File: config.mk
export PLATFORM = sky130hd
export DESIGN_NAME = ahb_slave_mux_param_flat
export DESIGN_NICKNAME = d
export VERILOG_FILES = /design/src/rtl/ahb_slave_mux_param_pkg.sv /design/src/rtl/ahb_slave_mux_param_if.sv /design/src/rtl/ahb_slave_mux_param_wdog.sv /design/src/rtl/ahb_slave_mux_param.sv /design/src/flat_wrapper.sv
export SDC_FILE = /design/constraint.sdc
export NUM_CORES = 1
export LEC_CHECK = 0
export CAP_MARGIN = 10
export CORE_AREA = 2 2 139 141
export CTS_BUF_LIST = sky130_fd_sc_hd__clkbuf_8
export DETAILED_ROUTE_END_ITERATION = 7
export DIE_AREA = 0 0 141 143
export PLACE_DENSITY_LB_ADDON = 0.2
export SYNTH_ARGS = -nofsm -noshare
export SYNTH_HDL_FRONTEND = slang
export SYNTH_HIERARCHICAL = 1
export SYNTH_SLANG_ARGS = --single-unit
File: constraint.sdc
create_clock -name HCLK -period 3.2 [get_ports HCLK]
set_input_delay 0.64 -clock HCLK [delete_from_list [all_inputs] [get_ports HCLK]]
set_output_delay 0.64 -clock HCLK [all_outputs]
set_load 0.01 [all_outputs]
File: src/rtl/ahb_slave_mux_param_pkg.sv
`default_nettype none
// ============================================================================
// Module      : ahb_mux_pkg
// Description : Shared types and constants for the AHB-Lite slave response
//               multiplexer: HTRANS/HRESP encodings, the FSM state type and
//               a select-vector classification helper.
// Revision    : 1.0 - initial release
// ============================================================================
package ahb_mux_pkg;

    // AHB-Lite transfer types
    localparam logic [1:0] HTRANS_IDLE   = 2'b00;
    localparam logic [1:0] HTRANS_BUSY   = 2'b01;
    localparam logic [1:0] HTRANS_NONSEQ = 2'b10;
    localparam logic [1:0] HTRANS_SEQ    = 2'b11;

    // AHB-Lite responses
    localparam logic HRESP_OKAY  = 1'b0;
    localparam logic HRESP_ERROR = 1'b1;

    // Largest supported port count; select vectors are classified at this width
    localparam int MAX_PORTS = 32;

    // Response-path states: pass-through, default-slave error, watchdog error
    typedef enum logic [2:0] {
        PASS  = 3'd0,
        DERR1 = 3'd1,
        DERR2 = 3'd2,
        TERR1 = 3'd3,
        TERR2 = 3'd4
    } mux_state_t;

    // Classification of a select vector
    typedef enum logic [1:0] {
        SEL_ZERO  = 2'd0,
        SEL_ONE   = 2'd1,
        SEL_MULTI = 2'd2
    } sel_kind_t;

    // Zero / one-hot / multi-hot check; clearing the lowest set bit leaves
    // zero exactly when a single bit was set.
    function automatic sel_kind_t sel_kind(input logic [MAX_PORTS-1:0] vec);
        sel_kind_t kind;
        if (vec == '0) begin
            kind = SEL_ZERO;
        end else if ((vec & (vec - 1'b1)) == '0) begin
            kind = SEL_ONE;
        end else begin
            kind = SEL_MULTI;
        end
        return kind;
    endfunction

endpackage
`default_nettype wire

File: src/rtl/ahb_slave_mux_param_if.sv
`default_nettype none
// ============================================================================
// Module      : ahb_slave_mux_param_if
// Description : Bus bundle between the master, the address decoder, the slave
//               ports and the response multiplexer.
// Revision    : 1.0 - initial release
// ============================================================================
interface ahb_slave_mux_param_if #(
    parameter int NPORT = 9,
    parameter int DW    = 32
);
    logic                  HREADY;
    logic [1:0]            HTRANS;
    logic [NPORT-1:0]      HSEL_VEC;
    logic [NPORT-1:0]      HREADYOUT_VEC;
    logic [NPORT-1:0]      HRESP_VEC;
    logic [NPORT*DW-1:0]   HRDATA_BUS;
    logic                  HREADYOUT;
    logic                  HRESP;
    logic [DW-1:0]         HRDATA;
    logic                  TOUT_IRQ;
    logic                  SEL_ERR;

    // Multiplexer side
    modport slave (
        input  HREADY, HTRANS, HSEL_VEC, HREADYOUT_VEC, HRESP_VEC, HRDATA_BUS,
        output HREADYOUT, HRESP, HRDATA, TOUT_IRQ, SEL_ERR
    );

    // Master / interconnect / slave-port side
    modport master (
        output HREADY, HTRANS, HSEL_VEC, HREADYOUT_VEC, HRESP_VEC, HRDATA_BUS,
        input  HREADYOUT, HRESP, HRDATA, TOUT_IRQ, SEL_ERR
    );
endinterface
`default_nettype wire

File: src/rtl/ahb_slave_mux_param_wdog.sv
`default_nettype none
// ============================================================================
// Module      : ahb_mux_wdog
// Description : Consecutive wait-state counter. Fires for one cycle when the
//               enable has been high for TOUT_CYC cycles in a row; a
//               TOUT_CYC of zero disables it.
// Revision    : 1.0 - initial release
// ============================================================================
module ahb_mux_wdog #(
    parameter int TOUT_W   = 8,
    parameter int TOUT_CYC = 255
) (
    input  logic clk,
    input  logic rst,
    input  logic en,
    output logic fire
);
    localparam bit              WD_ON = (TOUT_CYC != 0);
    localparam logic [TOUT_W-1:0] LIMIT = WD_ON ? TOUT_W'(TOUT_CYC - 1) : '0;

    logic [TOUT_W-1:0] count_q;

    // Fire on the stalled cycle that completes the allowed wait budget
    assign fire = WD_ON && en && (count_q == LIMIT);

    // Count stalled cycles; any break in the stall or a fire starts over
    always_ff @(posedge clk) begin
        if (rst || !en || fire || !WD_ON) begin
            count_q <= '0;
        end else begin
            count_q <= count_q + 1'b1;
        end
    end
endmodule
`default_nettype wire

File: src/rtl/ahb_slave_mux_param.sv
`default_nettype none
// ============================================================================
// Module      : ahb_slave_mux_param
// Description : AHB-Lite slave response multiplexer with a built-in default
//               slave (unmapped / multi-hot selects) and a per-transfer hang
//               watchdog that forces a two-cycle ERROR on stalled slaves.
// Revision    : 1.0 - initial release
// ============================================================================
module ahb_slave_mux_param
    import ahb_mux_pkg::*;
#(
    parameter int NPORT    = 9,
    parameter int DW       = 32,
    parameter int TOUT_W   = 8,
    parameter int TOUT_CYC = 255
) (
    input  logic                  HCLK,
    input  logic                  HRESET,
    ahb_slave_mux_param_if.slave  bus
);
    logic [NPORT-1:0] sel_q;
    logic             act_q;
    mux_state_t       state_q;
    mux_state_t       state_d;

    sel_kind_t        sel_q_kind;
    logic             addr_unmapped;
    logic             slv_ready;
    logic             slv_resp;
    logic [DW-1:0]    slv_data;
    logic             wd_en;
    logic             wd_fire;

    logic             out_ready;
    logic             out_resp;
    logic [DW-1:0]    out_data;
    logic             out_irq;
    logic             out_sel_err;

    // HTRANS[0] only separates IDLE/BUSY and NONSEQ/SEQ; routing ignores it
    logic             unused_htrans0;
    assign unused_htrans0 = bus.HTRANS[0];

    assign sel_q_kind = sel_kind(MAX_PORTS'(sel_q));

    // An active transfer addressed to nobody or to several slaves goes to the
    // default slave
    assign addr_unmapped = bus.HREADY && bus.HTRANS[1] &&
                           (sel_kind(MAX_PORTS'(bus.HSEL_VEC)) != SEL_ONE);

    // Capture the address-phase select and activity on every accepted phase
    always_ff @(posedge HCLK) begin
        if (HRESET) begin
            sel_q <= '0;
            act_q <= 1'b0;
        end else if (bus.HREADY) begin
            sel_q <= bus.HSEL_VEC;
            act_q <= bus.HTRANS[1];
        end
    end

    // AND-OR select of the data-phase slave; only meaningful when one-hot
    always_comb begin
        slv_ready = 1'b0;
        slv_resp  = 1'b0;
        slv_data  = '0;
        for (int i = 0; i < NPORT; i++) begin
            if (sel_q[i]) begin
                slv_ready = slv_ready | bus.HREADYOUT_VEC[i];
                slv_resp  = slv_resp  | bus.HRESP_VEC[i];
                slv_data  = slv_data  | bus.HRDATA_BUS[i*DW +: DW];
            end
        end
    end

    // Watchdog runs only while a real transfer to a single slave is stalled
    assign wd_en = (state_q == PASS) && act_q && (sel_q_kind == SEL_ONE) && !slv_ready;

    ahb_mux_wdog #(
        .TOUT_W   (TOUT_W),
        .TOUT_CYC (TOUT_CYC)
    ) u_wdog (
        .clk  (HCLK),
        .rst  (HRESET),
        .en   (wd_en),
        .fire (wd_fire)
    );

    // State register
    always_ff @(posedge HCLK) begin
        if (HRESET) begin
            state_q <= PASS;
        end else begin
            state_q <= state_d;
        end
    end

    // Next-state: error sequences are two cycles; their second cycle overlaps
    // the next address phase, so a new unmapped access chains straight in
    always_comb begin
        state_d = state_q;
        case (state_q)
            PASS: begin
                if (wd_fire) begin
                    state_d = TERR1;
                end else if (addr_unmapped) begin
                    state_d = DERR1;
                end else begin
                    state_d = PASS;
                end
            end
            DERR1:   state_d = DERR2;
            TERR1:   state_d = TERR2;
            DERR2,
            TERR2:   state_d = addr_unmapped ? DERR1 : PASS;
            default: state_d = PASS;
        endcase
    end

    // Output decode: pass the selected slave through, or drive the error phases
    always_comb begin
        out_ready   = 1'b1;
        out_resp    = HRESP_OKAY;
        out_data    = '0;
        out_irq     = 1'b0;
        out_sel_err = 1'b0;
        case (state_q)
            PASS: begin
                if (sel_q_kind == SEL_ONE) begin
                    out_ready = slv_ready;
                    out_resp  = slv_resp;
                    out_data  = slv_data;
                end
            end
            DERR1: begin
                out_ready   = 1'b0;
                out_resp    = HRESP_ERROR;
                out_sel_err = 1'b1;
            end
            DERR2: begin
                out_resp = HRESP_ERROR;
            end
            TERR1: begin
                out_ready = 1'b0;
                out_resp  = HRESP_ERROR;
                out_irq   = 1'b1;
            end
            TERR2: begin
                out_resp = HRESP_ERROR;
            end
            default: begin
                out_ready = 1'b1;
            end
        endcase
    end

    assign bus.HREADYOUT = out_ready;
    assign bus.HRESP     = out_resp;
    assign bus.HRDATA    = out_data;
    assign bus.TOUT_IRQ  = out_irq;
    assign bus.SEL_ERR   = out_sel_err;
endmodule
`default_nettype wire

File: src/flat_wrapper.sv
// flat-port wrapper written by rule: the top's interface ports become plain ports
module ahb_slave_mux_param_flat import ahb_mux_pkg::*;
#(
    parameter int NPORT    = 9,
    parameter int DW       = 32,
    parameter int TOUT_W   = 8,
    parameter int TOUT_CYC = 255
)
  (HCLK, HRESET, bus_HREADY, bus_HTRANS, bus_HSEL_VEC, bus_HREADYOUT_VEC, bus_HRESP_VEC, bus_HRDATA_BUS, bus_HREADYOUT, bus_HRESP, bus_HRDATA, bus_TOUT_IRQ, bus_SEL_ERR);
  ahb_slave_mux_param_if #(.NPORT(NPORT), .DW(DW)) bus_i ();
  input  logic HCLK;
  input  logic HRESET;
  input wire logic [$bits(bus_i.HREADY)-1:0] bus_HREADY;
  input wire logic [$bits(bus_i.HTRANS)-1:0] bus_HTRANS;
  input wire logic [$bits(bus_i.HSEL_VEC)-1:0] bus_HSEL_VEC;
  input wire logic [$bits(bus_i.HREADYOUT_VEC)-1:0] bus_HREADYOUT_VEC;
  input wire logic [$bits(bus_i.HRESP_VEC)-1:0] bus_HRESP_VEC;
  input wire logic [$bits(bus_i.HRDATA_BUS)-1:0] bus_HRDATA_BUS;
  output wire logic [$bits(bus_i.HREADYOUT)-1:0] bus_HREADYOUT;
  output wire logic [$bits(bus_i.HRESP)-1:0] bus_HRESP;
  output wire logic [$bits(bus_i.HRDATA)-1:0] bus_HRDATA;
  output wire logic [$bits(bus_i.TOUT_IRQ)-1:0] bus_TOUT_IRQ;
  output wire logic [$bits(bus_i.SEL_ERR)-1:0] bus_SEL_ERR;
  assign bus_i.HREADY = bus_HREADY;
  assign bus_i.HTRANS = bus_HTRANS;
  assign bus_i.HSEL_VEC = bus_HSEL_VEC;
  assign bus_i.HREADYOUT_VEC = bus_HREADYOUT_VEC;
  assign bus_i.HRESP_VEC = bus_HRESP_VEC;
  assign bus_i.HRDATA_BUS = bus_HRDATA_BUS;
  assign bus_HREADYOUT = bus_i.HREADYOUT;
  assign bus_HRESP = bus_i.HRESP;
  assign bus_HRDATA = bus_i.HRDATA;
  assign bus_TOUT_IRQ = bus_i.TOUT_IRQ;
  assign bus_SEL_ERR = bus_i.SEL_ERR;
  ahb_slave_mux_param #(.NPORT(NPORT), .DW(DW), .TOUT_W(TOUT_W), .TOUT_CYC(TOUT_CYC)) u_core (.HCLK(HCLK), .HRESET(HRESET), .bus(bus_i));
endmodule
# Yosys cells after proc, flatten, opt, wreduce, memory -nomap -nowiden
# Index checks and enable logic that the tools add are counted.
# classes
n_addsub,3
n_eq_ne,7
n_mux,42
n_bitwise,26
n_reduce_logical,18
# op_table
cell,n
32-bit 2-to-1 mux,11
32-bit bitwise OR,8
9-bit by 32-bit bitwise AND with 32-bit output,2
32-bit logical NOT,2
1-bit 2-to-1 mux,23
"9-bit by 1-bit subtractor with 10-bit output, second input constant",2
9-bit logical NOT,2
1-bit bitwise OR,16
3-bit case mux with 4 select lines,1
"8-bit by 1-bit adder with 8-bit output, second input constant",1
"8-bit equality test, second input constant",1
2-bit 2-to-1 mux,4
"3-bit by 2-bit equality test with 1-bit output, second input constant",2
1-bit logical AND,6
1-bit case mux with 2 select lines,2
2-bit OR reduction,2
4-bit OR reduction,1
"3-bit by 1-bit equality test with 1-bit output, second input constant",1
"3-bit equality test, second input constant",1
3-bit logical NOT,1
3-bit 2-to-1 mux,1
"2-bit by 1-bit equality test with 1-bit output, second input constant",1
1-bit logical NOT,2
1-bit logical OR,2
"2-bit by 1-bit inequality test with 1-bit output, second input constant",1
# word_totals
register_bits,21
input_bits,320
out_inout_bits,36
wordCells,100

# Longest topological paths before layout
# depth
word_depth,22
depth_mapped,11
ltp_nobuf,9

# By module
# The synthesis kept the hierarchy.
# modules_own_cells
module,instances,cells_per_inst,area_per_inst_um2,seq_area_each_um2
ahb_slave_mux_param,1,328,2511.2,260.2
ahb_mux_wdog,1,41,392.9,160.2

# Worst setup path before layout
# No wires, ideal clock.
# synth_path
kind,register to register
start,register u_core.sel_q[7]
end,register u_core.state_q[0]
setup_ns,0.079
arrival_ns,2.793
t_required_ns,3.121
setup_slack_ns,0.328
stages_incl_launch_ff,11
path_buffers,1
period_less_slack_ns,2.872
cell_sequence,dfxtp_1 -> or4_1 -> a2111oi_0 -> nor2_1 -> a22o_1 -> buf_6 -> nor4_1 -> nand3_1 -> nor3_1 -> or3b_1 -> o211ai_1
# synth_between
elab_chain_cells,11
word_cells_on_any_way,16
cone_classes,add/sub (1); eq/ne (1); mux (6); bitwise (2); reduce/logical (6)
# synth_rtl
element,line_no,text
start: declaration,ahb_slave_mux_param.sv:21,logic [NPORT-1:0] sel_q;
start signal: assignment,ahb_slave_mux_param.sv:57,sel_q <= bus.HSEL_VEC;
9-bit by 1-bit subtractor with 10-bit output,ahb_slave_mux_param_pkg.sv:46,end else if ((vec & (vec - 1'b1)) == '0) begin
9-bit by 32-bit bitwise AND with 32-bit output,ahb_slave_mux_param_pkg.sv:46,
32-bit logical NOT,ahb_slave_mux_param_pkg.sv:46,
2-bit 2-to-1 mux,ahb_slave_mux_param_pkg.sv:46,
2-bit 2-to-1 mux,ahb_slave_mux_param_pkg.sv:44,if (vec == '0) begin
2-bit by 1-bit equality test with 1-bit output,ahb_slave_mux_param.sv:77,assign wd_en = (state_q == PASS) && act_q && (sel_q_kind == SEL_ONE) && !slv_ready;
1-bit logical AND,ahb_slave_mux_param.sv:77,
1-bit logical AND *,ahb_slave_mux_param.sv:77,
net u_core.wd_en,ahb_slave_mux_param.sv:31,logic wd_en;
1-bit logical AND *,ahb_slave_mux_param_wdog.sv:24,assign fire = WD_ON && en && (count_q == LIMIT);
net u_core.wd_fire,ahb_slave_mux_param.sv:32,logic wd_fire;
3-bit 2-to-1 mux *,ahb_slave_mux_param.sv:104,if (wd_fire) begin
3-bit case mux with 4 select lines *,ahb_slave_mux_param.sv:102,case (state_q)
end signal: assignment,ahb_slave_mux_param.sv:94,state_q <= state_d;
end: declaration,ahb_slave_mux_param.sv:23,mux_state_t state_q;
# Mark *: on every way through the listed nets, which the timed path passes. The rest lies on a longest branch.
# A chain may end at the register's enable or synchronous reset.

# Final worst setup path
# layout_path
start,register u_core.sel_q[7]
end,output bus_HREADYOUT
# layout_between
elab_chain_cells,8
word_cells_on_any_way,12
cone_classes,add/sub (1); eq/ne (1); mux (6); bitwise (2); reduce/logical (2)
# layout_rtl
element,line_no,text
9-bit by 1-bit subtractor with 10-bit output,ahb_slave_mux_param_pkg.sv:46,
9-bit by 32-bit bitwise AND with 32-bit output,ahb_slave_mux_param_pkg.sv:46,
32-bit logical NOT,ahb_slave_mux_param_pkg.sv:46,
2-bit 2-to-1 mux,ahb_slave_mux_param_pkg.sv:46,
2-bit 2-to-1 mux,ahb_slave_mux_param_pkg.sv:44,
2-bit by 1-bit equality test with 1-bit output,ahb_slave_mux_param.sv:129,if (sel_q_kind == SEL_ONE) begin
1-bit 2-to-1 mux *,ahb_slave_mux_param.sv:129,
1-bit case mux with 2 select lines *,ahb_slave_mux_param.sv:127,case (state_q)
end: declaration,flat_wrapper.sv:19,output wire logic [$bits(bus_i.HREADYOUT)-1:0] bus_HREADYOUT;
# Mark *: on every way between the ends. The rest lies on a longest branch, timed or not.

==> impl_metrics.env <==
export IMPL_status="finished, final reports clean"
export IMPL_fin_skew_ns=0.00391
export IMPL_syn_to_final_growth_pct=139
export IMPL_grt_usage_pct=21.1
export IMPL_synth_xor_area_share_pct=1.21
export IMPL_cts_inserted_buffers=3
export IMPL_final_util_pct=37.3
export IMPL_start_util_pct=15.6
export IMPL_finalInstanceArea_um2=6940
export IMPL_io_pins=356
export IMPL_dr_pass1_iters=6
export IMPL_cts_buffer_depth=2
export IMPL_setup_violations_final=0
export IMPL_max_cap_violations=0
export IMPL_synth_top_family_by_area="compound AO/OA/AOI/OAI gates"
export IMPL_nNetsFinal=1032
export IMPL_syn_num_nets=691
export IMPL_row_count=50
export IMPL_synthMuxAreaShare_pct=3.45
export IMPL_avgRoutedWirePerCell_um=24.9
export IMPL_worst_setup_path_end_kind="primary output"
export IMPL_die_area_um2=20200
export IMPL_path_max_fanout=7
export IMPL_max_freq_mhz=318
export IMPL_async_flop_share_pct=0
export IMPL_grt_ovfl_total=0
export IMPL_cts_tree="built"
export IMPL_p_per_area_nw_per_um2=232
export IMPL_min_period_ns=3.15
export IMPL_port_buffers=354
export IMPL_core_area_um2=18600
export IMPL_synthTopCellsByArea="a22oi_1 17%, dfxtp_1 14%, a222oi_1 12%"
export IMPL_grt_pass1_vias=4940
export IMPL_ys_seq_area_share_pct=14.5
export IMPL_finalWirelength_um=23600
export IMPL_die_width_um=141
export IMPL_die_h_um=143
export IMPL_crit_arrival_ns=2.51
export IMPL_clock_sinks=21
export IMPL_setup_ws_ns=0.0507
export IMPL_reg2reg_slack_ns=0.19
export IMPL_hold_path_class="register to register"
export IMPL_clk_latency_ns=0.26
export IMPL_grt_pass1_wl_um=31700
export IMPL_timing_final_crit_share_pct=98.4
export IMPL_gp_congestion=0.877
export IMPL_clk_pin_slew_worst_paths_ns=0.08
export IMPL_synthCells=369
export IMPL_grt_max_degree=39
export IMPL_start_kind="register"
export IMPL_layout_drive_gt1_share_pct=12.8
export IMPL_dp_final_hpwl_um=18200
export IMPL_ys_ff_latch=21
export IMPL_crit_type="register to primary output"
export IMPL_synthDominantCellAreaShare_pct=17.3
export IMPL_synth_main_ff_cell="dfxtp_1"
export IMPL_cts_root_buf="clkbuf_8"
export IMPL_max_slew_margin_rel_pct=54.0
export IMPL_synth_distinct_cells=42
export IMPL_synth_top_area_cell="a22oi_1"
export IMPL_yosysWarnings=6
export IMPL_synth_edf_count=0
export IMPL_htreeDepth=1
export IMPL_syn_area_um2=2900
export IMPL_vdd_drop_max_mv=0.102
export IMPL_tightest_slew_ns=0.690
export IMPL_slew_viol_final=0
export IMPL_drt_iter0_markers=358
export IMPL_synth_compound_area_share_pct=46.3
export IMPL_ant_nets=0
export IMPL_yosys_area_share_simple_pct=26.1
export IMPL_syn_area_per_cell_um2=7.87
export IMPL_synth_fa_ha_area_share_pct=0.862
export IMPL_dpl_instance_area_um2=6740
export IMPL_hold_viol_final=0
export IMPL_p_leak_uw=0.00243
export IMPL_drc=0
export IMPL_vias_per_cell=5.18
export IMPL_vias=4913
export IMPL_antenna_found_initial=10
export IMPL_required_ns=2.56
export IMPL_dp_slack_ns=-0.143
-- layout by cell type (no fill, tap or decap), types with 2 or more instances in the layout --
master and n:
buf_12 3, o21ai_0 6, nor2_1 18, nor2b_1 2, clkdlybuf4s15_1 10, nor3b_1 2
buf_4 20, diode_2 5, nor3_2 30, a22o_1 2, mux2i_1 10, nand2_1 4
a22oi_1 67, dlygate4sd2_1 13, dfxtp_2 9, nor4_1 3, xor2_1 3, o21a_1 2
nor3_1 8, clkbuf_8 3, buf_6 4, dfxtp_1 12, a222oi_1 34, a21oi_1 5
o211ai_1 2, ha_1 2, inv_1 5, nand3_1 39, a2111oi_4 2, clkdlybuf4s15_2 10
clkdlybuf4s50_1 320, a221oi_1 33
-- cells by family (layout without fill, tap and decap cells) --
logic type,count (synthesis),after routing
AOI/OAI and AO/OA,163,163
xor gates and xnor gates,4,4
adders and majority gates,2,2
buffers and inverters,51,391
DFF,21,21
muxes,10,10
other,0,5
and+or+nand+nor,118,118
-- stage by stage --
stage,total power (uW),hold WS (ns),TNS (ns),cells
after global routing,1700,0.505,-0.0319,944
after floorplan,718,0.450,0,369
after detailed placement,1410,0.471,-2.56,934
after CTS,1550,0.482,-0.112,938
after global placement,1400,0.467,-0.449,934
final,1610,0.480,0,948
-- registers in the layout, indices dropped and copies added, names as in the netlist --
signal	count
u_core/sel_q	9
u_core/act_q	1
u_core/state_q	3
u_core/u_wdog/count_q	8
-- per-layer routing --
layer / routed length [um] / global-route usage, % / part of all wire (%) / vias up
met5: 49 / 0 / 0.21 / -
met4: 530 / 5.53 / 2.2 / 8
met3: 2480 / 7.51 / 11 / 42
met2: 11700 / 37.4 / 50 / 299
met1: 8790 / 24.2 / 37 / 2283
li1: - / - / - / 2281
-- repair_timing --
action,in CTS,in global routing
resized for setup,72,9
setup buffers,0,4
hold buffers,0,0
pin swaps,0,2
gates cloned,0,1
endpoints found under the setup margin,35,39
-- area by class of cell --
| type | count | area, um^2 |
|---|---|---|
| Fill cell | 1871 | 11600 |
| Timing Repair Buffer | 382 | 3810 |
| Multi-Input combinational cell | 297 | 2320 |
| Sequential cell | 21 | 432 |
| Tap cell | 234 | 293 |
| Clock buffer | 3 | 41.3 |
| Inverter | 5 | 18.8 |
| Antenna cell | 5 | 12.5 |
| Clock inverter | 1 | 5.00 |
-- critical path, cell delays in order, from the launching register on --
cell and delay (ns):
dfxtp_2 0.34, or4_4 0.57, a2111oi_4 0.24, nor2_2 0.09, a22o_4 0.26, buf_12 0.15, o32a_1 0.31, dlygate4sd2_1 0.28
-- report_power, final --
part / switching [uW] / internal (uW)
sequential: 16.6 / 272
clock: 84.7 / 86.6
combinational: 480 / 672
total: 581 / 1030
-- cell usage after synthesis, drive strengths merged, types with 2 or more instances --
cell type   n
or3         2
mux2i      10
o21a        2
nor2b       2
a222oi     34
a22o        3
a21oi       5
nand4       2
a22oi      67
nor3b       2
nor3       38
xor2        3
buf         8
or4         2
o211ai      2
inv         5
dfxtp      21
nand3      39
a221oi     33
clkbuf     38
nand2       4
a2111oi     3
o21ai       7
nor4        4
ha          2
nor2       19
-- worst paths after layout --
path / from / end / cells after the start
hold reg to reg: u_core/act_q$_SDFFE_PP0P_ / u_core/act_q$_SDFFE_PP0P_ / 2
hold / removal: u_core/act_q$_SDFFE_PP0P_ / u_core/act_q$_SDFFE_PP0P_ / 2
setup reg to reg: u_core/sel_q[7]$_SDFFE_PP0P_ / u_core/state_q[0]$_SDFF_PP0_ / 10
setup / recovery: u_core/sel_q[7]$_SDFFE_PP0P_ / bus_HREADYOUT / 7
Power figures use the tool's default switching activity.
==> patch 1 (config.mk and constraints unchanged) <==
`NPORT` is set to 9 in 3 places; all go to 10.
--- a/src/rtl/ahb_slave_mux_param_if.sv
+++ b/src/rtl/ahb_slave_mux_param_if.sv
@@ -8,3 +8,3 @@
 interface ahb_slave_mux_param_if #(
-    parameter int NPORT = 9,
+    parameter int NPORT = 10,
     parameter int DW    = 32
--- a/src/rtl/ahb_slave_mux_param.sv
+++ b/src/rtl/ahb_slave_mux_param.sv
@@ -11,3 +11,3 @@
 #(
-    parameter int NPORT    = 9,
+    parameter int NPORT    = 10,
     parameter int DW       = 32,
--- a/src/flat_wrapper.sv
+++ b/src/flat_wrapper.sv
@@ -3,3 +3,3 @@
 #(
-    parameter int NPORT    = 9,
+    parameter int NPORT    = 10,
     parameter int DW       = 32,
Ports: changed (resized bus_HRDATA_BUS, bus_HREADYOUT_VEC, bus_HRESP_VEC and bus_HSEL_VEC); port bits go from 356 to 391. The function was not compared with the original's and may differ.
==> patch 1 against the unedited design <==
- synthesized area is 5.7% higher
- worst hold slack improved by 0.018 ns
- die area stayed put
- setup slack better by 0.062 ns
- total power increased by 0.84%
- wire length rose by 11%
- final area increased by 6.0%
- maximum frequency is 2.0% higher
- sequential cell count grew 1
==> patch 1: results <==
set metrics [dict create \
    status "finished clean" \
    critical_path_arrival_ns 2.45 \
    dp_slack_ns 0.0956 \
    gp_congestion 0.987 \
    async_reset_ff_share_pct 0 \
    yosysUniqueCellTypes 48 \
    drt_pass1_iterations 5 \
    yosys-top-cells-area "a22oi_1, dfxtp_1, a221oi_1" \
    drive_above_1_share_pct 7.30 \
    crit_fanout 2 \
    io_buffers 389 \
    nets 1140 \
    syn_nets 764 \
    routed_wl_um 26100 \
    cts_root_buffer "clkbuf_8" \
    netlist_instances 407 \
    ir_drop_mv 0.138 \
    max_stage_delay_ns 0.60 \
    grt_pass1_vias 5450 \
    post-dp-hpwl_um 21200 \
    routed_via_density 5.26 \
    synthTopCellsByCount "a22oi_1, a221oi_1, nand2_1" \
    fill_cells 1885 \
    relSlewSlack_pct 55.4 \
    postPlaceCellArea_mm2 0.00724 \
    drtIter0Drc 445 \
    vias 5379 \
    p_leak_nw 2.61 \
    clock_skew_ns 0.00893 \
    hold_path.class "register to register" \
    reg_top3 "u_core/sel_q x10, u_core/u_wdog/count_q x8, u_core/state_q x3" \
    path_clk_slew_ns 0.08 \
    finalMaxSlewViolations 0 \
    grt_max_degree 25 \
    antenna_found_initial 12 \
    track_usage_pct 23.9 \
    comb_power_share_pct 71.4 \
    hold_viol 0 \
    ys_seq_area_share_pct 14.3 \
    dpl.cell_count 1009 \
    synth_warnings 6 \
]
-- patch 1: worst max-delay path, delay by kind of cell --
family          cells  cell delay, ns
buf+inv             2            1.05
simple gates        2            0.36
compound gates      2            0.40
-- patch 1: repair_timing --
action                     CTS  global route
buffers inserted             2             1
pin swaps                    1             2
hold endpoints to repair     0             0
setup endpoints to repair   27            27
resized for setup            4             7
-- patch 1: final timing paths --
kind / slack [ns] / cells after the start / end / start
min reg2reg: 0.50 / 1 / u_core/u_wdog/count_q[0]$_SDFF_PP0_ / u_core/u_wdog/count_q[0]$_SDFF_PP0_
min: 0.50 / 1 / u_core/u_wdog/count_q[0]$_SDFF_PP0_ / u_core/u_wdog/count_q[0]$_SDFF_PP0_
max: 0.11 / 6 / bus_HREADYOUT / bus_HREADYOUT_VEC[4]
max reg2reg: 0.57 / 10 / u_core/state_q[1]$_SDFF_PP0_ / u_core/sel_q[3]$_SDFFE_PP0P_
-- patch 1: logic make-up (layout without fill, tap and decap cells) --
logic type	Yosys count	in the layout	synth area share (%)
flip-flops	22	22	14.3
AO/OA/AOI/OAI	226	226	57.7
multiplexers	11	11	3.59
AND/OR/NAND/NOR	91	91	14.6
other	0	7	0
buffers and inverters	49	423	7.17
XOR/XNOR	5	5	1.43
adder cells (fa/ha/maj)	3	3	1.14
-- patch 1: area by class of cell --
type	count	area, um^2	area share (%)
clock buffers	3	41.3	0.561
inverters	4	15.0	0.204
multi-input cells	336	2420	32.9
flip-flops and latches	22	455	6.19
diodes	7	17.5	0.238
repair buffers	416	4110	55.9
well taps	234	293	3.98
-- patch 1: routing by layer --
layer	share of wire, %	vias up	track usage [%]
met5	0.29	-	0
met4	1.7	10	4.32
met3	7.8	38	6.81
met2	50	256	42.6
met1	40	2597	28.9
li1	-	2478	-
==> patch 2 (same settings) <==
Made on the original files. Reset style: asynchronous (`HRESET`), changed in 2 clocked blocks.
--- a/src/rtl/ahb_slave_mux_param.sv
+++ b/src/rtl/ahb_slave_mux_param.sv
@@ -51,3 +51,3 @@
     // Capture the address-phase select and activity on every accepted phase
-    always_ff @(posedge HCLK) begin
+    always_ff @(posedge HCLK or posedge HRESET) begin
         if (HRESET) begin
@@ -89,3 +89,3 @@
     // State register
-    always_ff @(posedge HCLK) begin
+    always_ff @(posedge HCLK or posedge HRESET) begin
         if (HRESET) begin
Behaviour: differs if HRESET is asserted again (counterexample within 4 cycles, from zero or initial values and one cycle with HRESET high); with HRESET held inactive, the same outputs for 10 cycles.
==> patch 2 against the unedited design <==
- setup slack improved by 0.082 ns
- final area down 3.6%
- total power fell by 14%
- clock power rose by 2%
- sequential cell count did not move
- synthesized area fell by 5.6%
- largest power group unchanged
- highest routed layer is now met4
- sequential power up 6%
- combinational power decreased by 21%
- maximum frequency rose by 2.7%
- wire length down 8.4%
- register-to-register slack better by 0.29 ns
==> patch 2: results <==
set metrics [dict create \
    rrSetupSlack_ns 0.48 \
    status "finished clean" \
    holdPathStages 1 \
    reg_top3 "u_core/sel_q x9, u_core/u_wdog/count_q x8, u_core/state_q x3" \
    routedWlPerCell_um 23.8 \
    antenna_found_initial 6 \
    fill_cells 1890 \
    syn_nets 650 \
    grt_max_degree 36 \
    grt_pass1_wl_um 30700 \
    cts_buffers 3 \
    gp_congestion 0.914 \
    max-clock-path-buffers 2 \
    crit_fanout 6 \
    post-dp-hpwl_um 17200 \
    dpl.cell_count 896 \
    cts_root_buffer "clkbuf_8" \
    hold_end "u_core/u_wdog/count_q[0]$_SDFF_PP0_" \
    yosys-top-cells-area "a222oi_1, dfrtp_1, a22oi_1" \
    relSlewSlack_pct 65.8 \
    track_usage_pct 20.1 \
    clk_latency_ns 0.26 \
    p_leak_nw 2.67 \
    synthTopCellsByCount "a22oi_1, a222oi_1, a221oi_1" \
    drive_above_1_share_pct 7.65 \
    r2r_cells 11 \
    critical_path_arrival_ns 2.43 \
    grt_pass1_vias 4879 \
    async_reset_ff_share_pct 61.9 \
    ys_seq_area_share_pct 17.7 \
    yosysUniqueCellTypes 44 \
    routed_via_density 5.14 \
    path_clk_slew_ns 0.08 \
    io_buffers 354 \
    rr_endpoint "u_core/u_wdog/count_q[3]$_SDFF_PP0_" \
    htreeDepth 1 \
    synth_warnings 6 \
    netlist_instances 328 \
    synth-main-ff-cell "dfrtp_1" \
    ir_drop_mv 0.214 \
    nets 990 \
    drt_pass1_iterations 6 \
    r2r-start "u_core/sel_q[5]$_DFFE_PP0P_" \
    hp-start "u_core/u_wdog/count_q[0]$_SDFF_PP0_" \
    hold_path.class "register to register" \
    fin_hold_ws_ns 0.513 \
    clock_skew_ns 0.000472 \
    drtIter0Drc 408 \
    routed_wl_um 21600 \
]
## patch 2: how the worst max path moves through the flow
| stage | to | depth (start not counted) | startpoint |
|---|---|---|---|
| 6_report | bus_HRDATA[22] | 6 | u_core/sel_q[2]$_DFFE_PP0P_ |
| 5_1_grt | bus_HRDATA[22] | 6 | u_core/sel_q[2]$_DFFE_PP0P_ |
| 4_1_cts | bus_HRDATA[25] | 8 | u_core/sel_q[2]$_DFFE_PP0P_ |
| 3_5_place_dp | bus_HREADYOUT | 7 | bus_HREADYOUT_VEC[3] |
| 3_3_place_gp | bus_HREADYOUT | 7 | bus_HREADYOUT_VEC[3] |
| 2_1_floorplan | bus_HRDATA[10] | 8 | u_core/sel_q[1]$_DFFE_PP0P_ |
## patch 2: kinds of logic (layout without fill, tap and decap cells)
group,count (synthesis),after routing,share of synthesized area (%)
compound gates,193,193,57.9
xor+xnor,5,5,1.60
fa+ha+maj,3,3,1.28
buf+inv,47,386,7.53
flops,21,21,17.7
mux,8,8,3.28
other cells,0,6,0
simple gates,51,51,10.7
## patch 2: cell type report
class	instances	area share, %
repair buffers	375	55.8
well taps	234	4.38
clock inverters	1	0.112
clock buffers	3	0.617
flip-flops and latches	21	7.39
diodes	6	0.224
inverters	7	0.393
multi-input cells	260	31.1
## patch 2: timing repair
item / in CTS / in global routing
gates resized for setup: 18 / 18
gates cloned: 0 / 0
setup endpoints to repair: 25 / 18
setup buffers: 0 / 1
pin swaps: 0 / 4
## patch 2: metal layers
metal  up-vias  share of wire, %  GRT usage [%]
met5         -                 0              0
met4         0               2.5           6.37
met3        30               7.1           3.12
met2       245                51           36.2
met1      2242                39           24.6
li1       2146                 -              -
## patch 2: power breakdown
| group | leakage [nW] | switching, mW | internal (mW) |
|---|---|---|---|
| clock network | 0.0218 | 0.0871 | 0.0879 |
| registers | 0.215 | 0.0274 | 0.279 |
| logic | 2.43 | 0.363 | 0.543 |
| total | 2.67 | 0.477 | 0.910 |
## patch 2: worst max-delay path, cell delays in order (launching register included)
cell             delay, ns
dfrtp_2               0.43
nor3_4                0.24
a21oi_1               0.13
a2111oi_4             0.41
nor2_2                0.14
nor3_1                0.22
clkdlybuf4s50_1       0.58
## patch 2: metrics by stage
step,TNS [ns],setup WS [ns],total power [mW],cell area (um^2)
after global routing,0,0.00913,1.47,6690
after CTS,0,0.00367,1.39,6620
after global placement,-0.0315,-0.0315,1.20,6570
after floorplan,0,0.762,0.630,2740
final,0,0.133,1.39,6690
after detailed placement,-0.0207,-0.0207,1.21,6570
